$ cat src/rtl/usr_pkg.sv
// Shared types for the universal shift register: operation modes, FSM states
// and the mode classification used when a start request is accepted.
package usr_pkg;

    typedef enum logic [2:0] {
        LOAD = 3'd0,
        SHL  = 3'd1,
        SHR  = 3'd2,
        ROL  = 3'd3,
        ROR  = 3'd4,
        ASR  = 3'd5
    } mode_t;

    typedef enum logic [1:0] {
        IDLE  = 2'd0,
        SHIFT = 2'd1,
        DONE  = 2'd2
    } state_t;

    // Codes 6 and 7 are reserved and fall outside every enumerated mode.
    function automatic logic is_shift_mode(input mode_t m);
        return (m == SHL) || (m == SHR) || (m == ROL) || (m == ROR) || (m == ASR);
    endfunction

endpackage

$ cat src/rtl/usr_step.sv
// One single-position shift/rotate step: next register value and the bit that
// leaves the register.
module usr_step
    import usr_pkg::*;
#(
    parameter int WIDTH = 8
) (
    input  logic [WIDTH-1:0] i_value,
    input  mode_t            i_mode,
    input  logic             i_ser_in,
    output logic [WIDTH-1:0] o_value,
    output logic             o_ser_bit
);

    always_comb begin
        // NOTE: every output gets a default before the case so no path can
        // leave it unassigned and infer a latch.
        o_value   = i_value;
        o_ser_bit = 1'b0;
        case (i_mode)
            SHL: begin
                o_value   = {i_value[WIDTH-2:0], i_ser_in};
                o_ser_bit = i_value[WIDTH-1];
            end
            SHR: begin
                o_value   = {i_ser_in, i_value[WIDTH-1:1]};
                o_ser_bit = i_value[0];
            end
            ROL: begin
                o_value   = {i_value[WIDTH-2:0], i_value[WIDTH-1]};
                o_ser_bit = i_value[WIDTH-1];
            end
            ROR: begin
                o_value   = {i_value[0], i_value[WIDTH-1:1]};
                o_ser_bit = i_value[0];
            end
            ASR: begin
                o_value   = {i_value[WIDTH-1], i_value[WIDTH-1:1]};
                o_ser_bit = i_value[0];
            end
            default: ;
        endcase
    end

endmodule

$ cat src/rtl/univ_shift_reg.sv
// Universal shift register: parallel load plus multi-cycle shift/rotate by a
// saturated amount, one position per clock, with busy/done handshake.
module univ_shift_reg
    import usr_pkg::*;
#(
    parameter int WIDTH = 8,
    parameter int CNT_W = $clog2(WIDTH + 1)
) (
    input  logic             clk,
    input  logic             reset,
    input  logic             start,
    input  logic [2:0]       mode,
    input  logic [CNT_W-1:0] amount,
    input  logic [WIDTH-1:0] data_in,
    input  logic             ser_in,
    output logic [WIDTH-1:0] data_out,
    output logic             ser_out,
    output logic             busy,
    output logic             done
);

    state_t           r_state;
    state_t           w_next_state;
    mode_t            r_mode;
    logic [CNT_W-1:0] r_count;
    logic [WIDTH-1:0] r_data;
    logic             r_ser_out;

    mode_t            w_mode_in;
    logic             w_shift_req;
    logic [CNT_W-1:0] w_count_sat;
    logic [WIDTH-1:0] w_step_value;
    logic             w_step_bit;

    assign w_mode_in   = mode_t'(mode);
    assign w_shift_req = is_shift_mode(w_mode_in) && (amount != '0);
    assign w_count_sat = (amount > CNT_W'(WIDTH)) ? CNT_W'(WIDTH) : amount;

    usr_step #(
        .WIDTH(WIDTH)
    ) u_step (
        .i_value  (r_data),
        .i_mode   (r_mode),
        .i_ser_in (ser_in),
        .o_value  (w_step_value),
        .o_ser_bit(w_step_bit)
    );

    always_ff @(posedge clk or posedge reset) begin
        // NOTE: state is written with non-blocking assignments so every
        // register samples pre-edge values regardless of block ordering.
        if (reset) begin
            r_state <= IDLE;
        end else begin
            r_state <= w_next_state;
        end
    end

    always_comb begin
        w_next_state = r_state;
        case (r_state)
            IDLE: begin
                if (start) begin
                    w_next_state = w_shift_req ? SHIFT : DONE;
                end
            end
            SHIFT: begin
                if (r_count == CNT_W'(1)) begin
                    w_next_state = DONE;
                end
            end
            DONE:    w_next_state = IDLE;
            default: w_next_state = IDLE;
        endcase
    end

    always_comb begin
        busy = (r_state == SHIFT);
        done = (r_state == DONE);
    end

    // Mode and count are captured only on acceptance, so input changes while
    // shifting cannot disturb the running operation.
    always_ff @(posedge clk or posedge reset) begin
        if (reset) begin
            r_data    <= '0;
            r_count   <= '0;
            r_mode    <= LOAD;
            r_ser_out <= 1'b0;
        end else begin
            case (r_state)
                IDLE: begin
                    if (start) begin
                        if (w_mode_in == LOAD) begin
                            r_data <= data_in;
                        end else if (w_shift_req) begin
                            r_mode  <= w_mode_in;
                            r_count <= w_count_sat;
                        end
                    end
                end
                SHIFT: begin
                    r_data    <= w_step_value;
                    r_ser_out <= w_step_bit;
                    r_count   <= r_count - CNT_W'(1);
                end
                default: ;
            endcase
        end
    end

    assign data_out = r_data;
    assign ser_out  = r_ser_out;

endmodule

$ cat config.mk
export PLATFORM = sky130hd
export DESIGN_NAME = univ_shift_reg
export DESIGN_NICKNAME = d
export VERILOG_FILES = /design/src/rtl/usr_pkg.sv /design/src/rtl/usr_step.sv /design/src/rtl/univ_shift_reg.sv
export SDC_FILE = /design/constraint.sdc
export NUM_CORES = 1
export LEC_CHECK = 0
export CAP_MARGIN = 10
export CORE_MARGIN = 3
export CORE_UTILIZATION = 43
export DETAILED_ROUTE_END_ITERATION = 10
export GPL_TIMING_DRIVEN = 0
export PLACE_DENSITY = 0.74
export SLEW_MARGIN = 0
export SYNTH_ARGS = -nofsm -noshare
export SYNTH_HDL_FRONTEND = slang
export SYNTH_SLANG_ARGS = --single-unit
$ cat constraint.sdc
create_clock -name clk -period 1.6 [get_ports clk]
set_clock_uncertainty 0.05 [all_clocks]
set_input_delay 0.32 -clock clk [delete_from_list [all_inputs] [get_ports clk]]
set_output_delay 0.32 -clock clk [all_outputs]
set_load 0.05 [all_outputs]
==> impl_metrics.json, run 1 <==
{
  "status": "finished with violations",
  "violations": "setup timing",
  "slew_violations": 0,
  "cp_top_family": "flip-flops",
  "swShare": 0.4887,
  "period_needed_ns": 1.648,
  "timing.setup.tns_ns": -0.05991,
  "max_stage_delay_ns": 0.40,
  "worstSkewPairLatency_ns": 0.30,
  "crit_slowest_cell": "dfrtp_1",
  "grt_pass1_vias": 1049,
  "crit_chain": "buf_6, or3_4, a32oi_4, mux2_4",
  "drv_cap": 0,
  "cts_tree": "built",
  "p_int_mw": 2.095,
  "drt-vias-per-instance": 5.765,
  "ios": 30,
  "holdCritPathClass": "in2reg",
  "overflow": 0,
  "yosys_most_used_dff": "dfrtp_1",
  "critical_path_required_ns": 1.75,
  "leakage_nw": 0.7207,
  "worstMarginPinSlew_ns": 0.6903,
  "netlist_top_cells_area": "dfrtp_1 38%, nand2_1 4.1%, o31ai_1 3.8%",
  "synthArstFlopShare": 1.000,
  "maxSlewHeadroom": 0.5393,
  "synth_area_um2": 1181,
  "post_synth_most_frequent_cells": "18 x dfrtp_1, 13 x nand2_1, 8 x a21oi_1, 8 x nor2_1",
  "period_share": 1.030,
  "grt_setup_unrepaired": "true",
  "powerDensity_nw_per_um2": 2338,
  "drt-initial-drc-count": 31,
  "finalSetupViolCount": 3,
  "fp-row-count": 18,
  "drc": 0,
  "core-area_um2": 2545,
  "wl_per_cell_um": 16.71,
  "synth_fp_nets": 146,
  "dp_hpwl_um": 2167,
  "grt_max_degree": 19,
  "synth_warnings": 0,
  "wl_met3_um": 133,
  "cts-root-buf": "clkbuf_4",
  "initial_core_util": 0.4641,
  "hold_viol_final": 0,
  "critPathMaxFanout": 10,
  "critPathLaunchType": "flop",
  "grt_pass1_wl_um": 4981,
  "sequentialPowerShare": 0.238,
  "place_ws_ns": -0.4108,
  "antenna_found_initial": 0,
  "fin_nets": 188,
  "routed.top_layer": "met4",
  "synth_edf_count": 0,
  "wl_met2_um": 1680,
  "chipWidth_um": 58.41,
  "clockPowerShare": 0.069,
  "multi_input_area_um2": 757.0,
  "wl_um": 3275,
  "h-tree-depth": 1,
  "numClockSinks": 18,
  "endpoint_kind": "flop",
  "path_buf_inv": 1,
  "seqCellArea_um2": 454.2,
  "setup_slack_ns": -0.04776,
  "vias": 1130,
  "antenna_cells": 0,
  "final_antenna_net_count": 0,
  "port_buffers": 29,
  "fillers": 184,
  "cp.arrival_ns": 1.80,
  "clk_pin_slew_worst_paths_ns": 0.10,
  "syn2layout_area_growth_pct": 48.41,
  "vdd_ir_drop_max_mv": 1.665,
  "power.total_mw": 4.098,
  "grtUsageTotal": 0.1941,
  "die_h_um": 58.41,
  "synth_cell_types": 44,
  "postLayoutCoreUtil": 0.6888,
  "synth_top_area_frac": 0.3814,
  "placed_area_um2": 1515,
  "crit_type": "reg2reg",
  "stdcell_area_um2": 1753,
  "power_frac_comb": 0.692,
  "dr.pass1.iters": 4,
  "place_congestion": 0.7827,
  "ys_ff_latch": 18,
  "drive_above_1_share": 0.4157,
  "numCtsBuffers": 3,
  "switchingPower_mw": 2.003,
  "synth.most_common_cell": "dfrtp_1",
  "synth_area_per_cell_um2": 9.449,
  "cts_buffer_depth": 2,
  "postSynthCellCount": 125,
  "die_area_um2": 3412,
  "yosys.area.top_type": "dfrtp_1",
  "wl_met1_um": 1415,
  "ys_seq_area_frac": 0.3814,
  "fmax_mhz": 606.9
}
[flip-flops by register name, indices dropped and copies added (netlist names)]
register / count
data_out: 8
r_mode: 3
ser_out: 1
r_state: 2
r_count: 4
[final timing paths]
kind	startpoint	end	slack, ns	depth (start not counted)
worst min-delay path	mode[1]	r_mode[1]	0.31	2
min in group asynchronous	reset	data_out[6]	0.37	2
max in group asynchronous	reset	r_state[1]	0.65	2
worst max register to register	r_mode[2]	data_out[0]	-0.05	4
worst max-delay path	r_mode[2]	data_out[0]	-0.05	4
worst min register to register	ser_out	ser_out	0.47	2
[layer usage]
layer | GRT usage | vias up
li1 | - | 547
met1 | 0.2566 | 553
met2 | 0.3078 | 24
met3 | 0.05482 | 6
met4 | 0.05960 | 0
met5 | 0 | -
[cell type report]
cell class / instances / area share
multi-input cells: 93 / 0.4318
flip-flops and latches: 18 / 0.2591
repair buffers: 38 / 0.2113
plain buffers: 7 / 0.03854
well taps: 30 / 0.02141
clock buffers: 4 / 0.02070
inverters: 6 / 0.01713
[kinds of logic after synthesis]
family,after synthesis,synth area share
compound gates,37,0.2341
xor+xnor,2,0.01483
fa+ha+maj,2,0.02118
buf+inv,14,0.06249
flops,18,0.3814
mux,5,0.04661
simple gates,47,0.2394
[power groups by stage]
stage	logic (mW)	clock network (mW)	registers, mW
after global routing	3.02	0.306	1.01
after global placement	2.25	0	0.914
after floorplan	1.35	0	1.25
after detailed placement	2.31	0	0.923
after CTS	2.58	0.289	0.930
final	2.84	0.284	0.976
[worst reg2reg max path, stage by stage, from the launching register on]
cell     delay [ns]
dfrtp_1        0.40
buf_6          0.14
or3_4          0.35
a32oi_4        0.28
mux2_4         0.33
[per-stage QoR]
stage | cells | hold slack (ns)
6_report | 196 | 0.3144
5_1_grt | 196 | 0.3343
4_1_cts | 194 | 0.3732
3_5_place_dp | 184 | 0.4550
3_3_place_gp | 184 | 0.4153
2_1_floorplan | 125 | 0.2086
[placed cells by master, fill, tap and decap left out, types with 2 or more instances in the layout]
| cell | Yosys | layout |
|---|---|---|
| dfrtp_1 | 18 | 15 |
| clkdlybuf4s50_1 | 0 | 14 |
| buf_4 | 0 | 10 |
| nor2_1 | 8 | 8 |
| nand2_1 | 13 | 8 |
| clkdlybuf4s15_2 | 0 | 7 |
| buf_6 | 2 | 6 |
| o21ai_0 | 6 | 6 |
| a31o_2 | 5 | 5 |
| inv_1 | 5 | 5 |
| nand2_2 | 0 | 5 |
| clkbuf_4 | 0 | 4 |
| a21oi_2 | 0 | 4 |
| a21oi_1 | 8 | 4 |
| o31ai_1 | 6 | 3 |
| nand3_1 | 3 | 3 |
| o31ai_2 | 0 | 3 |
| dlygate4sd2_1 | 0 | 3 |
| dfrtp_2 | 0 | 3 |
| nand2b_1 | 3 | 2 |
| or3_4 | 1 | 2 |
| nor3b_1 | 2 | 2 |
| nor2b_2 | 0 | 2 |
| a22oi_1 | 2 | 2 |
| nand4b_1 | 2 | 2 |
| mux2_1 | 2 | 2 |
| a32oi_1 | 2 | 2 |
| nand3b_1 | 2 | 2 |
| ha_1 | 2 | 2 |
[timing repair]
action | CTS | global route
hold buffers | 0 | 0
pin swaps | 5 | 0
gates resized for setup | 60 | 28
endpoints found under the setup margin | 22 | 15
buffers inserted | 5 | 3
cloned | 1 | 0
Power figures use the tool's default switching activity.
==> inputs of run 2 (changes only) <==
PLACE_DENSITY = unset   (was 0.74)
PLACE_DENSITY_LB_ADDON = 0.08   (was unset)
clock period = 2.1 ns   (was 1.6 ns; I/O delays follow)
==> run 2 against run 1 <==
Against the previous run: the flow now finishes without violations; global-route usage is 0.84 points lower; final cell count shrank 4.6%; sequential power down 28%; first-iteration DRC count rose by 87%; critical path type is now reg2out.
==> impl_metrics.json, run 2 (same netlist as run 1, synthesis figures left out) <==
{
  "endpoint_kind": "output pin",
  "postCtsHoldBufs": 0,
  "clockPowerShare": 0.069,
  "drive_above_1_share": 0.1720,
  "seqCellArea_um2": 450.4,
  "p_int_mw": 1.301,
  "placed_area_um2": 1509,
  "worstSkewPairLatency_ns": 0.30,
  "initial_core_util": 0.4641,
  "chipWidth_um": 58.41,
  "period_share": 0.9746,
  "critical_path_required_ns": 1.63,
  "drt-initial-drc-count": 58,
  "critPathMaxFanout": 5,
  "stdcell_area_um2": 1534,
  "cp.arrival_ns": 1.58,
  "drc": 0,
  "period_needed_ns": 2.047,
  "syn2layout_area_growth_pct": 29.87,
  "max_stage_delay_ns": 0.83,
  "crit_slowest_cell": "clkdlybuf4s50_1",
  "finalSetupViolCount": 0,
  "power.total_mw": 2.605,
  "fmax_mhz": 488.6,
  "multi_input_area_um2": 656.9,
  "mostFrequentLayoutCell": "clkdlybuf4s50_1",
  "powerDensity_nw_per_um2": 1698,
  "slew_violations": 0,
  "vias": 1100,
  "holdWs_ns": 0.4534,
  "grt_setup_unrepaired": "false",
  "overflow": 0,
  "fin_nets": 180,
  "port_buffers": 29,
  "grtUsageTotal": 0.1857,
  "final_antenna_net_count": 0,
  "sequentialPowerShare": 0.269,
  "core-area_um2": 2545,
  "critPathLaunchType": "flop",
  "holdCritPathClass": "reg2reg",
  "cts_buffer_depth": 2,
  "fp-row-count": 18,
  "grt_max_degree": 19,
  "hold_viol_final": 0,
  "wl_um": 2809,
  "numCtsBuffers": 3,
  "worstMarginPinSlew_ns": 0.7338,
  "place_inst": 184,
  "timing.setup.tns_ns": 0,
  "antenna_found_initial": 0,
  "wl_per_cell_um": 15.02,
  "grt_pass1_vias": 1051,
  "dp_hpwl_um": 2100,
  "status": "finished, final reports clean",
  "die_area_um2": 3412,
  "crit_chain": "clkdlybuf4s50_1",
  "crit_type": "reg2out",
  "drt-vias-per-instance": 5.882,
  "cts_tree": "built",
  "grt_pass1_wl_um": 4871,
  "h-tree-depth": 1,
  "cp_top_family": "buffers and inverters",
  "dr.pass1.iters": 4,
  "maxSlewHeadroom": 0.5103,
  "largest_reg_flops": 8,
  "fillers": 231,
  "clk_pin_slew_worst_paths_ns": 0.11,
  "die_h_um": 58.41,
  "final_cells": 187,
  "mostFrequentLayoutCells": "27 x clkdlybuf4s50_1, 18 x dfrtp_1, 13 x nand2_1",
  "postLayoutCoreUtil": 0.6028,
  "ios": 30,
  "drv_cap": 0,
  "place_congestion": 0.7978,
  "vdd_ir_drop_max_mv": 1.073,
  "place_ws_ns": -0.02777,
  "leakage_nw": 0.6146,
  "switchingPower_mw": 1.304,
  "cts-root-buf": "clkbuf_4",
  "antenna_cells": 0,
  "numClockSinks": 18,
  "power_frac_comb": 0.662,
  "path_buf_inv": 1,
  "swShare": 0.5006,
  "setup_slack_ns": 0.05337
}
run 2: changes by cell type in the layout (fill, tap and decap cells not counted), sizes merged:
cell,previous run,this run
buf,17,7
clkbuf,6,4
clkdlybuf4s15,8,2
clkdlybuf4s50,14,27
dlygate4sd2,3,0
dlymetal6s2s,1,0
run 2: layer usage:
| layer | GRT usage | wire length [um] |
|---|---|---|
| met1 | 0.2679 | 1367 |
| met2 | 0.2727 | 1251 |
| met4 | 0.08609 | 49 |
| met5 | 0 | 0 |
| met3 | 0.02632 | 140 |
run 2: final timing paths:
| path | from | to | slack, ns | cells after the start |
|---|---|---|---|---|
| max reg2reg | r_mode[2] | data_out[0] | 0.34 | 4 |
| min reg2reg | ser_out | ser_out | 0.45 | 2 |
| min in group asynchronous | reset | data_out[6] | 0.48 | 2 |
| max in group asynchronous | reset | ser_out | 1.06 | 2 |
| min | ser_out | ser_out | 0.45 | 2 |
| max | data_out[7] | data_out[7] | 0.05 | 1 |
run 2: layout make-up:
class,instances,area share
multi-input combinational,93,0.4282
sequential,18,0.2936
timing repair buffer,29,0.1909
buffer,8,0.03344
tap,30,0.02447
clock buffer,3,0.01468
inverter,6,0.01468
run 2: repair_timing:
| item | in CTS | in global routing |
|---|---|---|
| gates resized for setup | 6 | 0 |
| endpoints found under the hold margin | 0 | 0 |
| setup endpoints to repair | 2 | 0 |
| buffers inserted | 0 | 0 |
run 2: power by group through the flow:
stage                     clock network, mW  logic (mW)  registers (mW)
after global routing                  0.192        1.90           0.730
final                                 0.179        1.72           0.700
after floorplan                           0        1.01           0.949
after global placement                    0        1.71           0.695
after detailed placement                  0        1.73           0.705
after CTS                             0.187        1.73           0.699
run 2: tightest hold or removal path, stage by stage, from the launching register on:
cell and delay (ns):
dfrtp_1 0.36, nand2_1 0.05, o21ai_0 0.07
==> inputs of run 3 (changes only) <==
CAP_MARGIN = unset   (was 10)
CORE_MARGIN = unset   (was 3)
CORE_UTILIZATION = 52   (was 43)
==> run 3 against run 2 <==
Against the previous run: first-iteration DRC count shrank 17%; via count grew 3.2%; non-clock buffer count is the same; register-to-register slack gained 0.03 ns; sequential share of layout area shrank 0.14 points.
==> impl_metrics.json, run 3 (same netlist as run 1, synthesis figures left out) <==
{
  "place_congestion": 0.7823,
  "grt_setup_unrepaired": "false",
  "critical_path_required_ns": 1.63,
  "numCtsBuffers": 3,
  "drive_above_1_share": 0.1835,
  "setup_slack_ns": 0.03719,
  "final_cells": 185,
  "slew_violations": 0,
  "cp.arrival_ns": 1.59,
  "mostFrequentLayoutCells": "26 x clkdlybuf4s50_1, 18 x dfrtp_1, 13 x nand2_1",
  "drv_cap": 0,
  "fmax_mhz": 484.8,
  "die_h_um": 49.66,
  "maxSlewHeadroom": 0.5229,
  "cts_buffer_depth": 2,
  "grt_pass1_wl_um": 5216,
  "fin_nets": 180,
  "critPathMaxFanout": 5,
  "initial_core_util": 0.5784,
  "dr.pass1.iters": 5,
  "powerDensity_nw_per_um2": 1751,
  "antenna_found_initial": 0,
  "path_buf_inv": 1,
  "hold_viol_final": 0,
  "holdCritPathClass": "in2async",
  "crit_cells": 1,
  "drc": 0,
  "grtUsageTotal": 0.2818,
  "largest_reg_flops": 8,
  "ios": 30,
  "crit_chain": "clkdlybuf4s50_1",
  "crit_type": "reg2out",
  "overflow": 0,
  "cts-root-buf": "clkbuf_4",
  "vdd_ir_drop_max_mv": 1.028,
  "dp_hpwl_um": 2321,
  "grt_pass1_vias": 1130,
  "syn2layout_area_growth_pct": 30.51,
  "cp_top_family": "buffers and inverters",
  "wl_per_cell_um": 16.41,
  "postCtsHoldBufs": 0,
  "period_needed_ns": 2.063,
  "numClockSinks": 18,
  "timing.setup.tns_ns": 0,
  "postLayoutCoreUtil": 0.7549,
  "crit_slowest_cell": "clkdlybuf4s50_1",
  "fp-row-count": 16,
  "worstMarginPinSlew_ns": 0.7149,
  "vias": 1135,
  "die_area_um2": 2466,
  "stdcell_area_um2": 1541,
  "status": "finished, final reports clean",
  "port_buffers": 29,
  "wl_um": 3036,
  "leakage_nw": 0.6370,
  "grt_max_degree": 19,
  "worstSkewPairLatency_ns": 0.31,
  "drt-vias-per-instance": 6.135,
  "max_stage_delay_ns": 0.83,
  "chipWidth_um": 49.66,
  "cts_tree": "built",
  "h-tree-depth": 1,
  "placed_area_um2": 1505,
  "finalSetupViolCount": 0,
  "mostFrequentLayoutCell": "clkdlybuf4s50_1",
  "final_antenna_net_count": 0,
  "post_cts_buffers": 0,
  "place_inst": 181,
  "clk_pin_slew_worst_paths_ns": 0.12,
  "drt-initial-drc-count": 48,
  "critPathLaunchType": "flop",
  "place_ws_ns": -0.03265,
  "period_share": 0.9823,
  "endpoint_kind": "output pin",
  "antenna_cells": 0,
  "worst_r2r_path_depth": 4,
  "core-area_um2": 2042
}
-- run 3: changes by cell type in the layout (fill, tap and decap cells not counted) --
cell             previous run  this run
clkbuf_8                    0         1
clkdlybuf4s15_2             2         1
dlymetal6s2s_1              0         1
clkdlybuf4s50_1            27        26
clkbuf_2                    0         2
clkbuf_1                    1         0
-- run 3: path summary, 6_finish.rpt --
path                             start          end  slack (ns)
hold reg to reg                ser_out      ser_out        0.46
max in group asynchronous        reset    r_mode[1]        1.09
hold / removal                   reset  data_out[5]        0.45
min in group clk               ser_out      ser_out        0.46
setup / recovery           data_out[1]  data_out[1]        0.04
setup reg to reg             r_mode[2]  data_out[0]        0.37
-- run 3: final cells by class --
cell class              count  area, um^2
repair buffers             29       289.0
fillers                   151       500.5
multi-input cells          93       656.9
plain buffers               8       52.55
well taps                  27       33.78
inverters                   6       22.52
flip-flops and latches     18       450.4
clock buffers               4       36.28
-- run 3: stage by stage --
step           hold WS [ns]  power, mW
2_1_floorplan        0.3086      1.963
3_3_place_gp         0.4154      2.379
3_5_place_dp         0.4400      2.460
4_1_cts              0.4659      2.690
5_1_grt              0.4999      2.877
6_report             0.4517      2.699
-- run 3: what timing repair did --
| action | CTS | global route |
|---|---|---|
| hold endpoints to repair | 0 | 0 |
| endpoints found under the setup margin | 2 | 2 |
| resized for setup | 6 | 2 |
-- run 3: layer usage --
layer / routed length [um] / up-vias / part of all wire / global-route usage
met4: 47 / 0 / 0.015 / 0.05714
met1: 1266 / 538 / 0.42 / 0.3696
met5: 0 / - / 0 / 0
met3: 210 / 8 / 0.069 / 0.04012
li1: - / 527 / - / -
met2: 1511 / 62 / 0.50 / 0.4910
-- run 3: power by group --
group | internal (mW) | total, mW | leakage, nW | switching (mW)
Clock | 0.106 | 0.229 | 0.0210 | 0.123
Combinational | 0.712 | 1.76 | 0.397 | 1.05
Sequential | 0.523 | 0.709 | 0.219 | 0.186
